## config.mk

```make
export PLATFORM = sky130hd
export DESIGN_NAME = hazard_ctrl
export DESIGN_NICKNAME = d
export VERILOG_FILES = /design/src/rtl/hazard_ctrl_pkg.sv /design/src/rtl/hazard_ctrl_fwd_match.sv /design/src/rtl/hazard_ctrl.sv
export SDC_FILE = /design/constraint.sdc
export NUM_CORES = 1
export LEC_CHECK = 0
export BUFFER_PORTS_ARGS = -buffer_cell sky130_fd_sc_hd__buf_2
export CORE_UTILIZATION = 37
export CTS_CLUSTER_DIAMETER = 40
export DETAILED_ROUTE_END_ITERATION = 12
export SLEW_MARGIN = 20
export SYNTH_ARGS = -nofsm -noshare
export SYNTH_HDL_FRONTEND = slang
export SYNTH_SLANG_ARGS = --single-unit
```

## constraint.sdc

```tcl
create_clock -name clk -period 4 [get_ports clk]
set_input_delay 0.2 -clock clk [delete_from_list [all_inputs] [get_ports clk]]
set_output_delay 0.2 -clock clk [all_outputs]
set_load 0.01 [all_outputs]
```

## src/rtl/hazard_ctrl_pkg.sv

```systemverilog
// Shared pipeline constants for the ID-stage hazard controller:
// forward-select and FSM encodings, counter widths and MDU latency default.
package hazard_ctrl_pkg;

  localparam int unsigned REG_W       = 5;
  localparam int unsigned SEL_W       = 2;
  localparam int unsigned HOLD_W      = 2;
  localparam int unsigned MDU_W       = 4;
  localparam int unsigned MDU_LAT_DEF = 4;

  typedef enum logic [SEL_W-1:0] {
    FWD_RF  = 2'b00,
    FWD_ALU = 2'b01,
    FWD_WB  = 2'b10
  } fwd_sel_e;

  typedef enum logic [1:0] {
    ST_RUN      = 2'd0,
    ST_HOLD     = 2'd1,
    ST_MDU_WAIT = 2'd2
  } state_e;

  typedef struct packed {
    logic ex;
    logic mem;
    logic wb;
  } match_t;

  // Stall cycles one source needs before its operand can be forwarded.
  function automatic logic [1:0] haz_len(input match_t m, input logic ex_load,
                                         input logic mem_load);
    if (m.ex) return ex_load ? 2'd2 : 2'd1;
    if (m.mem && mem_load) return 2'd1;
    return 2'd0;
  endfunction

endpackage

```

## src/rtl/hazard_ctrl_fwd_match.sv

```systemverilog
// Per-source dependency check: stage match flags and the ID forwarding select.
module fwd_match
  import hazard_ctrl_pkg::*;
(
  input  logic             src_use,
  input  logic [REG_W-1:0] src_reg,
  input  logic [REG_W-1:0] ex_dest,
  input  logic             ex_regwrite,
  input  logic [REG_W-1:0] mem_dest,
  input  logic             mem_regwrite,
  input  logic             mem_load,
  input  logic [REG_W-1:0] wb_dest,
  input  logic             wb_regwrite,
  output fwd_sel_e         sel_c,
  output match_t           match_c
);

  logic live_c;

  // r0 is hardwired zero, so it never creates a dependency.
  assign live_c = src_use && (src_reg != '0);

  always_comb begin
    match_c.ex  = live_c && ex_regwrite  && (ex_dest  == src_reg);
    match_c.mem = live_c && mem_regwrite && (mem_dest == src_reg);
    match_c.wb  = live_c && wb_regwrite  && (wb_dest  == src_reg);
  end

  // A load in MEM has no data yet; the younger MEM result beats WB.
  always_comb begin
    sel_c = FWD_RF;
    if (match_c.mem && !mem_load) sel_c = FWD_ALU;
    else if (match_c.wb)          sel_c = FWD_WB;
  end

endmodule

```

## src/rtl/hazard_ctrl.sv

```systemverilog
// ID-stage hazard controller: operand forwarding selects, data-hazard stalls
// and multi-cycle multiply/divide occupancy.
module hazard_ctrl
  import hazard_ctrl_pkg::*;
#(
  parameter int unsigned MDU_LAT = MDU_LAT_DEF
) (
  input  logic             clk,
  input  logic             rst_n,
  input  logic [REG_W-1:0] id_rs1,
  input  logic [REG_W-1:0] id_rs2,
  input  logic             id_use1,
  input  logic             id_use2,
  input  logic             id_mdu,
  input  logic [REG_W-1:0] ex_dest,
  input  logic [REG_W-1:0] mem_dest,
  input  logic             ex_regwrite,
  input  logic             mem_regwrite,
  input  logic             wb_regwrite,
  input  logic             ex_load,
  input  logic             mem_load,
  input  logic [REG_W-1:0] wb_dest,
  output logic             stall,
  output logic             bubble,
  output logic [SEL_W-1:0] aluselectA,
  output logic [SEL_W-1:0] aluselectB,
  output logic             mdu_busy
);

  fwd_sel_e          sel_a, sel_b;
  match_t            match_a, match_b;
  logic [1:0]        len_a, len_b, hz_len;
  state_e            state_q, state_d;
  logic [HOLD_W-1:0] hold_q, hold_d;
  logic [MDU_W-1:0]  mdu_q, mdu_d;
  logic              stall_c, busy_c;

  fwd_match u_fwd_a (
    .src_use     (id_use1),
    .src_reg     (id_rs1),
    .ex_dest     (ex_dest),
    .ex_regwrite (ex_regwrite),
    .mem_dest    (mem_dest),
    .mem_regwrite(mem_regwrite),
    .mem_load    (mem_load),
    .wb_dest     (wb_dest),
    .wb_regwrite (wb_regwrite),
    .sel_c       (sel_a),
    .match_c     (match_a)
  );

  fwd_match u_fwd_b (
    .src_use     (id_use2),
    .src_reg     (id_rs2),
    .ex_dest     (ex_dest),
    .ex_regwrite (ex_regwrite),
    .mem_dest    (mem_dest),
    .mem_regwrite(mem_regwrite),
    .mem_load    (mem_load),
    .wb_dest     (wb_dest),
    .wb_regwrite (wb_regwrite),
    .sel_c       (sel_b),
    .match_c     (match_b)
  );

  assign len_a  = haz_len(match_a, ex_load, mem_load);
  assign len_b  = haz_len(match_b, ex_load, mem_load);
  assign hz_len = (len_a > len_b) ? len_a : len_b;

  always_ff @(posedge clk or negedge rst_n) begin
    if (!rst_n) begin
      state_q <= ST_RUN;
      hold_q  <= '0;
      mdu_q   <= '0;
    end else begin
      state_q <= state_d;
      hold_q  <= hold_d;
      mdu_q   <= mdu_d;
    end
  end

  // Hazards are only evaluated in RUN; a pending hazard defers an MDU issue.
  always_comb begin
    state_d = state_q;
    hold_d  = hold_q;
    mdu_d   = mdu_q;
    stall_c = 1'b0;
    busy_c  = 1'b0;
    case (state_q)
      ST_RUN: begin
        if (hz_len != 2'd0) begin
          stall_c = 1'b1;
          hold_d  = hz_len - 2'd1;
          state_d = (hz_len > 2'd1) ? ST_HOLD : ST_RUN;
        end else if (id_mdu) begin
          mdu_d   = MDU_W'(MDU_LAT - 1);
          state_d = ST_MDU_WAIT;
        end
      end
      ST_HOLD: begin
        stall_c = 1'b1;
        hold_d  = hold_q - 2'd1;
        if (hold_q <= 2'd1) state_d = ST_RUN;
      end
      ST_MDU_WAIT: begin
        stall_c = 1'b1;
        busy_c  = 1'b1;
        mdu_d   = mdu_q - 4'd1;
        if (mdu_q <= 4'd1) state_d = ST_RUN;
      end
      default: state_d = ST_RUN;
    endcase
  end

  // Reset forces quiet outputs even while hazard-looking inputs are present.
  assign stall      = stall_c & rst_n;
  assign bubble     = stall_c & rst_n;
  assign mdu_busy   = busy_c & rst_n;
  assign aluselectA = rst_n ? sel_a : FWD_RF;
  assign aluselectB = rst_n ? sel_b : FWD_RF;

endmodule

```

==> results.txt, run 1 <==
The mapped netlist covers 0.00114 mm². The first TritonRoute pass finished after 8 iterations. The area growth from synthesis to layout is 23.4%. The final cell utilization of the core is approximately 50%. Ranked by total cell area, the synthesized netlist is headed by sky130_fd_sc_hd__xnor2_1 19%, sky130_fd_sc_hd__dfrtp_1 18%, sky130_fd_sc_hd__ha_1 12%, sky130_fd_sc_hd__nand2_1 4.3%, sky130_fd_sc_hd__xor2_1 3.8%. The filler cells instantiated in the layout total 267.

In this run the worst path has a maximum fanout of 5. The total power divided by cell area is 310 mW/mm². The most critical setup path has its startpoint at id_rs1[3].

Summing all non-filler instances in the final layout gives an area of 0.00141 mm². Ranked by instance count, the synthesized netlist is headed by 25 x sky130_fd_sc_hd__xnor2_1, 13 x sky130_fd_sc_hd__nand2_1, 11 x sky130_fd_sc_hd__ha_1. The category of the critical setup timing path is in -> out. STA classifies the critical path startpoint as an input pin. Headroom to the max-slew limit came out at a little over two thirds. Summing the areas of all compound-gate instances in the mapped netlist gives 16.7% of the synthesized area.

After synthesis, the share of flip-flops with an asynchronous set or reset is 100%. The power consumption is between 400 and 500 µW. The multiplexer area fraction after synthesis came out at ~2.7%.

The static leakage power is 0.652 nW. The finished layout holds 215 standard cells, fillers aside. The antenna diode instance count is 0. The later-pin clock latency in the skew report is around 0.26 ns.

The most numerous cell in the Yosys netlist is sky130_fd_sc_hd__xnor2_1. The final routed wirelength across all metal layers is 2740 µm. The horizontal die dimension came out at 57.5 µm.

The leading area contributor after synthesis is sky130_fd_sc_hd__xnor2_1. The total number of yosys warnings is 0. On the final layout, the worst clock skew is 0.00410 ns. The number of nets still failing antenna checks after routing is 0. The highest attainable clock frequency came out at 272 MHz.

The detailed placer's ending HPWL came out at 2350 µm. The count of maximum capacitance violations came out at 0. The initial core utilization came out at 40.3%. The post-route worst hold slack is approximately 0.34 ns.

The hold violation count in the final report is 0. The initial antenna violation count is 0. The routed length per instance came out at 12.7 µm.

The actual transition at the worst max-transition pin is 0.450 ns. The final cycle utilization of the critical path is around 92%. The number of enable flip-flop cells after synthesis came out at 0. The wire length of the first global-routing pass came out at 4800 µm. The number of buffers between clock root and the deepest sink came out at 2. The number of instances in the synthesized netlist came out at ~140. The final max-slew violation count is 0.

The synthesized-area fraction occupied by xor and xnor cells is 23.1%. STA classifies the critical path endpoint as an output port. For the worst setup path, the data arrival time is 3.48 ns.

The worst-case setup margin in the final layout came out at 0.318 ns. Setup violations remaining at the end of the flow were counted as 0. Once placement completed, the tool counted placed cells totaling between 200 and 250. The synthesized-area fraction occupied by adder cells is 12.1%. The post-detailed-route DRC marker count came out at 2. After synthesis, the largest area contributor takes up 19.2% of total cell area.

In this run the mean area of a mapped cell was 8.03 µm². The via count of the first global-routing pass came out at 1126. In this run, synthesis produced a sequential element count of 8. TritonCTS built the clock tree. For this design the top-level I/O count stands at 42.

CTS placed an instance of sky130_fd_sc_hd__clkbuf_4 at the clock tree root. After the last flow step, the layout net total stands at 232. The simple-gate share of the synthesized area came out at roughly a quarter.

The count of buffers added by post-CTS timing repair for setup is 0. The part of the Yosys area used for sequential elements is 17.6%. The final period demand of the worst path came out at 3.68 ns.

The main combinational cell family by area after synthesis is simple AND/OR/NAND/NOR gates. The area of the die is 0.00331 mm². The final reports fail on design-rule violations. The maximum number of pins on one net before global-route repair is 15. The sink count of the clock tree came out at 8. Global routing used 18.4% of the available tracks across all layers. The accumulated negative setup slack came out at 0 ns.

The number of H-tree branching levels came out at 1. The run finished, with violations left. The first routing iteration left 27 violations.

The synthesized net count is 188. The die boundary height is 57.5 µm. The required time reported for the critical path endpoint is 3.80 ns. In this run the tool buffered the top-level ports with 41 buffer cells. OpenSTA, run right after detailed placement, puts the worst setup slack at 0.319 ns.

Setup repair after global routing left no endpoint under its margin. The path class of the tightest hold or removal check is in -> async. The placeable core region is 0.00283 mm².

The instance area at placement is 0.00137 mm². The congestion estimate from routability-driven global placement came to 0.793. The unique cell type count in the Yosys netlist came out at 43. The total congestion overflow is 0.

The number of vias after detailed routing came out at between 1000 and 1500. In the synthesized netlist the dominant register cell turns out to be sky130_fd_sc_hd__dfrtp_1. The average vias per placed instance came out at 5.32. The maximum ir drop on the vdd rail came out at 95.1 µV.

The startpoint identified for the worst register-to-register timing path is state_q[0]. The number of clock buffers inserted by TritonCTS is 3. The proportion of layout cells with a drive suffix above 1 is 26.1%. The floorplan has 19 rows.

After clock tree synthesis, the clock-pin slew on the worst setup and hold paths is around 0.060 ns.
[power by group]
group	switching (mW)	internal, mW
combinational	0.133	0.107
sequential	0.0241	0.107
clock	0.0316	0.0346
[critical path: stages]
cell and delay (ns):
sky130_fd_sc_hd__buf_2 0.14, sky130_fd_sc_hd__xor2_1 0.17, sky130_fd_sc_hd__or4_4 0.55, sky130_fd_sc_hd__nor2_1 0.18
sky130_fd_sc_hd__nand2_1 0.10, sky130_fd_sc_hd__ha_1 0.31, sky130_fd_sc_hd__nor2_1 0.11, sky130_fd_sc_hd__a2bb2oi_1 0.34
sky130_fd_sc_hd__nor4b_1 0.27, sky130_fd_sc_hd__a221o_1 0.18, sky130_fd_sc_hd__nor2_1 0.05, sky130_fd_sc_hd__ha_1 0.23
sky130_fd_sc_hd__nor2b_1 0.21, sky130_fd_sc_hd__nor2_1 0.07, sky130_fd_sc_hd__nor3b_1 0.22, sky130_fd_sc_hd__buf_2 0.17
[path summary, 6_finish.rpt]
check	to	cells after the start	slack [ns]
max in group asynchronous	hold_q[1]	2	3.45
worst max register to register	state_q[0]	5	2.38
worst max-delay path	stall	16	0.32
worst min register to register	hold_q[0]	2	0.55
min in group clk	mdu_q[3]	4	0.37
worst min-delay path	state_q[0]	2	0.34
[placed cells by master, fill, tap and decap left out, types with 2 or more instances in the layout]
cell / netlist / final
sky130_fd_sc_hd__a21oi_1: 4 / 4
sky130_fd_sc_hd__a32oi_1: 2 / 2
sky130_fd_sc_hd__and3_1: 3 / 3
sky130_fd_sc_hd__buf_2: 0 / 41
sky130_fd_sc_hd__clkbuf_4: 0 / 3
sky130_fd_sc_hd__dfrtp_1: 8 / 8
sky130_fd_sc_hd__ha_1: 11 / 11
sky130_fd_sc_hd__inv_1: 10 / 10
sky130_fd_sc_hd__mux2i_1: 2 / 2
sky130_fd_sc_hd__nand2_1: 13 / 13
sky130_fd_sc_hd__nand3_1: 2 / 2
sky130_fd_sc_hd__nand4_1: 4 / 4
sky130_fd_sc_hd__nor2_1: 9 / 9
sky130_fd_sc_hd__nor3_1: 4 / 3
sky130_fd_sc_hd__o211ai_1: 2 / 2
sky130_fd_sc_hd__o21ai_0: 7 / 7
sky130_fd_sc_hd__o21ai_1: 2 / 2
sky130_fd_sc_hd__or3_1: 2 / 2
sky130_fd_sc_hd__or4_1: 2 / 2
sky130_fd_sc_hd__xnor2_1: 25 / 25
sky130_fd_sc_hd__xor2_1: 5 / 5
[timing repair]
action                     CTS  global route
setup endpoints to repair    0             2
hold endpoints to repair     8             0
hold buffers                 1             0
resized for setup            0             1
[metal layers]
| metal | vias up | part of all wire, % | GRT usage [%] | routed length [µm] |
|---|---|---|---|---|
| li1 | 588 | - | - | - |
| met1 | 511 | 42 | 20.7 | 1150 |
| met2 | 41 | 52 | 34.9 | 1420 |
| met3 | 4 | 4.8 | 1.81 | 131 |
| met4 | 0 | 1.2 | 7.32 | 32 |
| met5 | - | 0 | 0 | 0 |
[sequential cells by signal, summed over array words and instances (netlist names)]
register	count
hold_q	2
state_q	2
mdu_q	4
[layout make-up]
| class | instances | area, µm² | share of cell area, % |
|---|---|---|---|
| multi-input cells | 121 | 892 | 63.4 |
| inverters | 10 | 37.5 | 2.67 |
| flip-flops and latches | 8 | 200 | 14.2 |
| well taps | 31 | 38.8 | 2.76 |
| clock buffers | 3 | 22.5 | 1.60 |
| repair buffers | 42 | 215 | 15.3 |
[cells by family (layout without fill, tap and decap cells)]
family	count (synthesis)	count (layout)
and+or+nand+nor	49	49
xor gates and xnor gates	30	30
AOI/OAI and AO/OA	28	28
buffers and inverters	13	55
adders and majority gates	11	11
DFF	8	8
muxes	3	3
No activity file was read; power rests on OpenSTA's default activity.
==> run 2, diff against run 1 <==
--- a/config.mk
+++ b/config.mk
@@ -9,6 +9,7 @@
 export CORE_UTILIZATION = 37
 export CTS_CLUSTER_DIAMETER = 40
 export DETAILED_ROUTE_END_ITERATION = 12
+export PLACE_DENSITY = 0.64
 export SLEW_MARGIN = 20
 export SYNTH_ARGS = -nofsm -noshare
 export SYNTH_HDL_FRONTEND = slang
==> results.txt, run 2 (same netlist as run 1, synthesis figures left out) <==
The cell area after layout came out at 0.00140 mm² (-0.36%). The number of DRC violations after detailed-routing iteration 0 is 33 (+22%). The final max-slew violation count is 0 (unchanged). The number of nets in the finished design is 232 (unchanged). The die boundary height came to 57.5 µm (unchanged). The largest clock skew in the final design came out at 0.00679 ns (+0.00269 ns). The count of maximum capacitance violations is 0 (unchanged). The length of the first detailed-routing pass in iterations came out at 8 (unchanged). The path class of the tightest hold or removal check is in -> async. The maximum fanout encountered on the critical timing path came out at 5 (unchanged). The actual transition at the worst max-transition pin came out at 0.585 ns (+0.135 ns). The average vias per placed instance came out at 5.51 (+3.6%). The sum of met3 wire segment lengths after detailed routing is 136 µm (+3.8%). The highest attainable clock frequency came out at 268 MHz (-1.3%). The accumulated negative setup slack is 0 ns (unchanged).

The critical path in this run is classified as in -> out. The later-pin clock latency in the skew report came out at 0.25 ns (about the same). The detailed-routing wirelength on met1 came out at 1100 µm (-4.8%). The met2 routed wirelength is 1510 µm (+6.0%). The horizontal die dimension came out at 57.5 µm (unchanged). The post-cts resize count was 0 (unchanged). The final setup violation count came out at 0 (unchanged). The sink count of the clock tree came out at 8 (unchanged).

The library cell used most frequently in the layout, excluding fill and tap cells, is sky130_fd_sc_hd__buf_2. The number of nets still failing antenna checks after routing came out at 0 (unchanged). The peak per-stage delay on the critical path came out at 0.55 ns (about the same). The final period demand of the worst path is 3.73 ns (+0.0479 ns).

The total power divided by cell area was 307 mW/mm² (-1.0%). The placeable core region came out at 0.00283 mm² (unchanged). Relative to the synthesized area, the layout overhead comes to 22.9%. The clock slew at the register clock pins of the worst setup and hold paths came out at 0.06 ns (about the same). The global-route usage over all layers is 17.7% (-0.64 points).

The worst setup path is captured at an output port. The worst reg2reg path depth came out at 5 (unchanged). The final cell count without fillers was 215 (unchanged). The standard cell with the maximum stage delay on the critical path is sky130_fd_sc_hd__or4_1.

The antenna diode instance count came out at 0 (unchanged). The routed length per instance is 12.9 µm (+1.4%). The final weighted congestion in routability-driven placement is 0.836 (+5.4%). The detailed router used layers up to and including met4. The register containing the most flip-flops in the final layout is mdu_q. The final cycle utilization of the critical path is 93.2% (+1.2 points). The count of boundary I/O pins is 42 (unchanged). The static leakage power came to 0.651 nW (about the same).

The required time reported for the critical path endpoint came out at 3.80 ns (about the same). The post-detailed-route DRC marker count is 2 (unchanged). The number of buffers inserted by port buffering is 41 (unchanged). The initial core utilization is 40.3% (unchanged). STA classifies the critical path startpoint as an input pin.

The final routed wirelength across all metal layers is 2780 µm (+1.4%). TritonCTS built the clock tree. The maximum ir drop on the vdd rail is 118 µV (+24%). The number of vias after detailed routing came to 1185 (+3.6%).

The number of buffers between clock root and the deepest sink came out at 2 (unchanged). The instance area at placement is 0.00137 mm² (unchanged). The initial antenna violation count came to 0 (unchanged). The arrival time at the worst endpoint is 3.53 ns (+0.05 ns).

The total congestion overflow came out at 0 (unchanged). In this run the clock root is driven by a sky130_fd_sc_hd__clkbuf_4. The final-layout fill cell count was 284 (+6.4%).

The proportion of layout cells with a drive suffix above 1 is 25.5% (-0.54 points). Traced cell by cell, the critical path runs through buf_2 > or4_1 > o21ai_1 > nor4_1 > mux2i_1 > ha_1 > a2bb2oi_1 > nor4b_1 > a221o_1 > nor2_1 > ha_1 > nor2b_1 > nor2_1 > nor3b_1 > buf_2. The largest registers in the layout are mdu_q (4), hold_q (2), state_q (2). The flip-flop count of the largest register after layout came out at 4 (unchanged). The normalized max-slew margin is 60.7% (-9.0 points).

The top cell types in the final layout, fill and taps aside, are 41 x sky130_fd_sc_hd__buf_2, 25 x sky130_fd_sc_hd__xnor2_1, 13 x sky130_fd_sc_hd__nand2_1. The via count of the first global-routing pass is 1157 (+2.8%). The number of clock buffers inserted by TritonCTS is 3 (unchanged).

The maximum number of pins on one net before global-route repair is 15 (unchanged). The detailed placer's ending HPWL is 2420 µm (+2.6%). The hold violation count in the final report is 0 (unchanged). The count of placed standard cells including taps is 211 (unchanged).

The checks that failed: design-rule violations. The run finished, with violations left. The wire length of the first global-routing pass is 4600 µm (-4.2%). The area of the die came out at 0.00331 mm² (unchanged). Setup repair after global routing left no endpoint under its margin. The row count came out at 19 (unchanged). The number of H-tree branching levels is 1 (unchanged).
run 2: cell counts in the layout (fill, tap and decap cells not counted):
No cell type changed its count.
run 2: area by class of cell:
type | count | area [µm²] | area share, %
clock buffer | 3 | 22.5 | 1.61
timing repair buffer | 42 | 215 | 15.4
inverter | 10 | 37.5 | 2.68
sequential | 8 | 200 | 14.3
tap | 31 | 38.8 | 2.77
multi-input combinational | 121 | 887 | 63.3
run 2: report_power, final:
part / internal, mW / total (mW) / leakage [nW] / switching [mW]
clock: 0.0343 / 0.0613 / 0.0138 / 0.0270
sequential: 0.107 / 0.132 / 0.0963 / 0.0247
combinational: 0.106 / 0.237 / 0.541 / 0.132
run 2: final timing paths:
kind                                  from    endpoint  slack [ns]
min in group clk                    id_mdu    mdu_q[3]        0.38
worst max register to register  state_q[1]  state_q[1]        2.38
worst min-delay path                 rst_n  state_q[1]        0.35
worst min register to register  state_q[0]  state_q[0]        0.56
worst max-delay path             id_rs1[0]       stall        0.27
max in group asynchronous            rst_n   hold_q[1]        3.43
run 2: timing repair:
action                    4_1_cts  5_1_grt
hold endpoints to repair        8        0
hold buffers                    1        0
setup buffers                   0        0
run 2: stage by stage:
stage          utilization (%)  hold slack (ns)  setup slack [ns]  total power [mW]
2_1_floorplan                -          -0.0956             0.562             0.295
3_3_place_gp              48.4           0.0884             0.382             0.361
3_5_place_dp              48.4           0.0900             0.288             0.369
4_1_cts                   49.5            0.346             0.281             0.436
5_1_grt                   49.5            0.382           0.00134             0.467
6_report                  49.5            0.347             0.271             0.430
run 2: layer usage:
metal | vias up | track usage [%]
met5 | - | 0
met4 | 0 | 6.97
met3 | 4 | 1.59
met2 | 45 | 35.0
met1 | 542 | 19.0
li1 | 594 | -
run 2: worst max-delay path, delay by kind of cell:
family	cells	cell delay, ns
and+or+nand+nor	7	1.56
adders and majority gates	2	0.49
muxes	1	0.20
AOI/OAI and AO/OA	3	0.77
buffers and inverters	2	0.31
